$ cat src/rtl/ama_riscv_store_align.sv
// Store alignment unit: turns one store request into one or two lane-aligned bus beats.
// Boundary-crossing stores are either split into two beats or rejected with a one-cycle error.
module ama_riscv_store_align #(
  parameter int DATA_W   = 32,
  parameter int ADDR_W   = 32,
  parameter int SPLIT_EN = 1
) (
  input  logic                clk,
  input  logic                rst_n,
  input  logic                req_valid,
  output logic                req_ready,
  input  logic [ADDR_W-1:0]   req_addr,
  input  logic [2:0]          req_width,
  input  logic [DATA_W-1:0]   req_wdata,
  output logic                bus_valid,
  input  logic                bus_ready,
  output logic [ADDR_W-1:0]   bus_addr,
  output logic [DATA_W-1:0]   bus_wdata,
  output logic [DATA_W/8-1:0] bus_mask,
  output logic                misalign_err
);

  // state | meaning
  // IDLE  | no store pending, ready for a request
  // BEAT0 | low (or only) beat presented on the bus
  // BEAT1 | high beat of a split store presented on the bus
  // ERR   | request rejected, misalign_err pulsing for one cycle

  localparam int NB    = DATA_W / 8;
  localparam int OFF_W = $clog2(NB);

  typedef enum logic [1:0] {IDLE, BEAT0, BEAT1, ERR} state_t;

  state_t              state;
  logic                cross_q;
  logic [ADDR_W-1:0]   hi_addr_q;
  logic [DATA_W-1:0]   hi_wdata_q;
  logic [NB-1:0]       hi_mask_q;

  logic [1:0]          size;
  logic [OFF_W-1:0]    off;
  logic [2*NB-1:0]     base_mask;
  logic [2*NB-1:0]     full_mask;
  logic [DATA_W-1:0]   trunc_data;
  logic [2*DATA_W-1:0] full_data;
  logic [ADDR_W-1:0]   lo_addr_c;
  logic [ADDR_W-1:0]   hi_addr_c;
  logic                bad_size;
  logic                cross_c;
  logic                to_err;
  logic                last_beat;
  logic                accept;
  logic                unused_width;

  assign size         = req_width[1:0];
  assign unused_width = req_width[2];
  assign off          = req_addr[OFF_W-1:0];

  always_comb begin
    base_mask = '0;
    case (size)
      2'd0:    base_mask[0]   = 1'b1;
      2'd1:    base_mask[1:0] = 2'b11;
      2'd2:    base_mask[3:0] = 4'hF;
      default: base_mask[7:0] = 8'hFF;
    endcase
  end

  // Bytes beyond the access size are zeroed before shifting so unused lanes stay 0.
  always_comb begin
    trunc_data = '0;
    for (int i = 0; i < NB; i++) begin
      trunc_data[8*i +: 8] = base_mask[i] ? req_wdata[8*i +: 8] : 8'h00;
    end
  end

  assign full_mask = base_mask << off;
  assign full_data = {{DATA_W{1'b0}}, trunc_data} << {off, 3'b000};
  assign lo_addr_c = {req_addr[ADDR_W-1:OFF_W], {OFF_W{1'b0}}};
  assign hi_addr_c = lo_addr_c + ADDR_W'(NB);
  assign bad_size  = (size == 2'd3) && (DATA_W == 32);
  assign cross_c   = |full_mask[2*NB-1:NB];
  assign to_err    = bad_size || (cross_c && (SPLIT_EN == 0));

  assign last_beat = (state == BEAT1) || ((state == BEAT0) && !cross_q);
  assign req_ready = rst_n && ((state == IDLE) || (state == ERR) || (last_beat && bus_ready));
  assign accept    = req_valid && req_ready;

  always_ff @(posedge clk or negedge rst_n) begin
    if (!rst_n) begin
      state        <= IDLE;
      cross_q      <= 1'b0;
      hi_addr_q    <= '0;
      hi_wdata_q   <= '0;
      hi_mask_q    <= '0;
      bus_valid    <= 1'b0;
      bus_addr     <= '0;
      bus_wdata    <= '0;
      bus_mask     <= '0;
      misalign_err <= 1'b0;
    end else begin
      misalign_err <= 1'b0;
      if (accept) begin
        // accept is only possible when the current beat (if any) completes now
        if (to_err) begin
          state        <= ERR;
          misalign_err <= 1'b1;
          cross_q      <= 1'b0;
          bus_valid    <= 1'b0;
          bus_addr     <= '0;
          bus_wdata    <= '0;
          bus_mask     <= '0;
        end else begin
          state      <= BEAT0;
          cross_q    <= cross_c;
          hi_addr_q  <= hi_addr_c;
          hi_wdata_q <= full_data[2*DATA_W-1:DATA_W];
          hi_mask_q  <= full_mask[2*NB-1:NB];
          bus_valid  <= 1'b1;
          bus_addr   <= lo_addr_c;
          bus_wdata  <= full_data[DATA_W-1:0];
          bus_mask   <= full_mask[NB-1:0];
        end
      end else begin
        case (state)
          BEAT0: begin
            if (bus_ready) begin
              if (cross_q) begin
                state     <= BEAT1;
                bus_addr  <= hi_addr_q;
                bus_wdata <= hi_wdata_q;
                bus_mask  <= hi_mask_q;
              end else begin
                state     <= IDLE;
                bus_valid <= 1'b0;
                bus_addr  <= '0;
                bus_wdata <= '0;
                bus_mask  <= '0;
              end
            end
          end
          BEAT1: begin
            if (bus_ready) begin
              state     <= IDLE;
              cross_q   <= 1'b0;
              bus_valid <= 1'b0;
              bus_addr  <= '0;
              bus_wdata <= '0;
              bus_mask  <= '0;
            end
          end
          ERR:     state <= IDLE;
          default: state <= IDLE;
        endcase
      end
    end
  end

endmodule
$ cat config.mk
export PLATFORM = sky130hd
export DESIGN_NAME = ama_riscv_store_align
export DESIGN_NICKNAME = d
export VERILOG_FILES = /design/src/rtl/ama_riscv_store_align.sv
export SDC_FILE = /design/constraint.sdc
export NUM_CORES = 1
export LEC_CHECK = 0
export CAP_MARGIN = 40
export CORE_MARGIN = 2
export CORE_UTILIZATION = 52
export DETAILED_ROUTE_END_ITERATION = 7
export PLACE_DENSITY = 0.81
export SLEW_MARGIN = 20
export SYNTH_ARGS = -nofsm -noshare
export SYNTH_HDL_FRONTEND = slang
export SYNTH_SLANG_ARGS = --single-unit
$ cat constraint.sdc
create_clock -name clk -period 2.4 [get_ports clk]
set_input_delay 0.72 -clock clk [delete_from_list [all_inputs] [get_ports clk]]
set_output_delay 0.72 -clock clk [all_outputs]
set_load 0.05 [all_outputs]
==> qor.yml <==
synth-edff-count: 0
pwr_per_cell_area_nw_per_um2: 1320
grt_pass1_wl_mm: 35.3
number_of_buffer_cells_added_on_primary_ports: 138
timing.setup.tns_ps: 0
groute.layer.met2.usage_pct: 49.9
gr-usage-met3_pct: 7.14
initial_core_util_pct: 53.7
critPathKind: "primary input to output port"
drive_gt1_share_pct: 19.1
synth-async-reset-ratio_pct: 100
clk_latency_ps: 420
clock.fmax_ghz: 0.420
finalHoldViolCount: 0
tritoncts: "yes"
grt_use_met1_pct: 42.0
post_cts_hold_buffer_count: 0
final_cell_count_no_fill: 1144
setup_slack_ps: 20.2
setup.reg_to_reg.worst_slack_ps: 250
design.die.area_um2: 14100
gp_congestion: 0.989
syn_inst: 761
detail_route.iter0.violations: 792
rr_worst_depth: 9
route.detailed.wl_per_inst_um: 19.0
synth.distinct_cells: 54
antenna_found_initial: 0
num_antenna_cells: 0
rr_endpoint: "hi_addr_q[29]$_DFFE_PN0P_"
worst_path_max_delay_cell: "clkdlybuf4s50_1"
ir_drop_mv: 0.877
cp_data_required_time_ps: 1680
timing.critical_path.to_type: "output port"
grt_util_all_layers_pct: 31.7
max_cap_violations: 0
crit_share_post_route_pct: 99.2
synthToLayoutAreaGrowth_pct: 42.5
violations_in_the_final_reports: "DRC"
grt_max_degree: 61
power_switching_uw: 5710
numCtsBuffers: 17
timing.max_slew.rel_slack_pct: 50.0
detail_route.drc_violations: 4
numClockSinks: 129
placedCellCount: 1108
rsz0062_at_grt: "true"
critPathArrivalTime_ps: 1660
die_w_um: 119
timing.rr.start: "state[0]$_DFFE_PN0P_"
p_leak_uw: 0.00414
drt-vias-per-instance: 6.04
worst_setup_hold_path_clk_slew_ps: 50
dpl-instance-area_um2: 9010
power_uw: 12900
p_sw_share_pct: 44.3
syn_avg_cell_area_um2: 8.98
clock_power_share_pct: 20.1
num_rows: 41
synth.cell_area_um2: 6840
cts.htree.levels: 4
first_pass_iters: 8
cts.root.buffer_cell: "clkbuf_16"
sequential_share_of_the_synthesized_area_pct: 47.2
number_of_top_level_pins: 142
final.setup_skew_ps: 6.84
finalWirelength_mm: 21.7
grt_most_used_layer: "met2"
crit_path_max_incr_delay_ps: 540
final_critical_delay_including_setup_and_external_delays_ps: 2380
ys_warn_count: 0
max_slew.worst_pin.slew_ps: 750
finalInstanceArea_um2: 9740
dominantRegCellSynth: "dfrtp_1"
floorplan.core_area_um2: 12700
crit_path_start_kind: "primary input"
finalSetupViolCount: 0
synth.ff_latch_count: 129
first_global_vias: 6892
maxSlewViolCount: 0
grt-ovfl-total: 0
post-place-ws_ps: -508
detailed_place_hpwl_mm: 15.2
routed_vias: 6910
seq_power_share_pct: 29.5
cellInternalPower_uw: 7180
antenna_left: 0
maximum_fanout_count_along_the_critical_path: 3
p_comb_share_pct: 50.4
worstHoldPathType: "primary input to asynchronous set/reset pin"
clock_tree.buffer_depth: 2
finalNetCount: 1033
outcome: "complete, but fails checks"
floorplan.die.height_um: 119
crit_chain: "clkdlybuf4s50_1 > a21oi_2 > nor2b_2 > buf_12"
==> cells in the mapped netlist, types with 8 or more instances <==
library cell | count | area share [%]
a21o_1 | 18 | 2.0
a21oi_1 | 39 | 2.9
a221oi_1 | 39 | 5.0
a22o_1 | 18 | 2.3
a22oi_1 | 17 | 1.9
a31oi_1 | 15 | 1.4
a32oi_1 | 8 | 1.0
buf_1 | 8 | 0.44
clkbuf_1 | 47 | 2.6
dfrtp_1 | 129 | 47
mux2_2 | 16 | 2.6
nand2_1 | 71 | 3.9
nand3_1 | 32 | 2.3
nand4_1 | 9 | 0.82
nor2_1 | 129 | 7.1
nor2b_1 | 14 | 1.3
o21ai_0 | 48 | 3.5
o31ai_1 | 10 | 1.1
or3_1 | 15 | 1.4
or4_1 | 8 | 0.88
xor2_1 | 8 | 1.0
==> worst max-delay path by stage <==
stage	depth (start not counted)	start	to	slack, ps
floorplan	5	req_addr[2]	hi_addr_q[28]$_DFFE_PN0P_	130
global placement	6	req_addr[2]	hi_addr_q[28]$_DFFE_PN0P_	-440
detailed placement	6	req_addr[3]	hi_addr_q[30]$_DFFE_PN0P_	-510
CTS	6	req_addr[3]	hi_addr_q[30]$_DFFE_PN0P_	5
global route	6	state[0]$_DFFE_PN0P_	req_ready	-40
finish	4	bus_ready	req_ready	20
==> registers in the layout (all words and copies together), names as in the netlist <==
| register | cells |
|---|---|
| bus_addr | 30 |
| bus_mask | 4 |
| bus_valid | 1 |
| bus_wdata | 32 |
| cross_q | 1 |
| hi_addr_q | 30 |
| hi_mask_q | 4 |
| hi_wdata_q | 24 |
| misalign_err | 1 |
| state | 2 |
==> power by group through the flow <==
stage	clock (uW)	combinational (uW)	sequential, uW
detailed placement	0	6340	3810
floorplan	0	2150	5630
finish	2590	6500	3800
global route	2700	6940	3910
CTS	2600	6440	3790
global placement	0	6210	3730
==> cell usage in the layout, fill, tap and decap left out, drive strengths merged, types with 2 or more instances in the layout <==
cell           instances
a32oi                  8
nor2                 129
o21ai                 49
a21o                  18
clkinv                 7
dfrtp                129
a31oi                 15
and3                   5
clkbuf                23
o31ai                 10
bufinv                 2
a22o                  18
nand3                 32
dlymetal6s2s           3
clkdlybuf4s50        130
inv                    5
or4                    9
buf                  111
o211ai                 2
xnor2                  5
and2                   6
or3                   17
ha                     3
nor2b                 14
nand2b                 2
a22oi                 17
a21oi                 39
mux2                  16
a221oi                39
conb                   2
nand2                 71
nand4                 10
and4                   5
xor2                   8
==> metal layers <==
metal	vias to the layer above	share of wire (%)
li1	3154	-
met1	3304	41
met2	383	47
met3	69	7.7
met4	0	3.4
met5	-	0
==> worst max-delay path, delay by kind of cell <==
family                 cells  cell delay (ps)
and+or+nand+nor            1              160
AOI/OAI and AO/OA          1               80
buffers and inverters      2              690
==> area by class of cell <==
class	instances	area [um^2]
Clock buffer	23	488
Clock inverter	9	105
Fill cell	909	2980
Inverter	6	22.5
Multi-Input combinational cell	560	3390
Sequential cell	129	3230
Tap cell	172	215
Timing Repair Buffer	245	2290
==> repair_timing <==
action,4_1_cts,5_1_grt
pin swaps,3,6
cloned,0,0
setup buffers,0,4
endpoints found under the setup margin,4,9
resized for setup,12,9
==> through the flow <==
step | utilization (%) | hold slack [ps]
final | 76.6 | 100
after detailed placement | 70.9 | 468
after CTS | 75.9 | 87.0
after floorplan | - | 424
after global placement | 70.9 | 461
after global routing | 76.6 | 78.9
==> kinds of logic after synthesis <==
| logic type | count (synthesis) | share of synthesized area [%] |
|---|---|---|
| mux | 16 | 2.64 |
| compound gates | 221 | 22.2 |
| fa+ha+maj | 3 | 0.549 |
| other cells | 1 | 0.0549 |
| simple gates | 305 | 20.8 |
| buf+inv | 73 | 4.87 |
| xor+xnor | 13 | 1.67 |
| flops | 129 | 47.2 |
No activity file was read; power rests on OpenSTA's default activity.
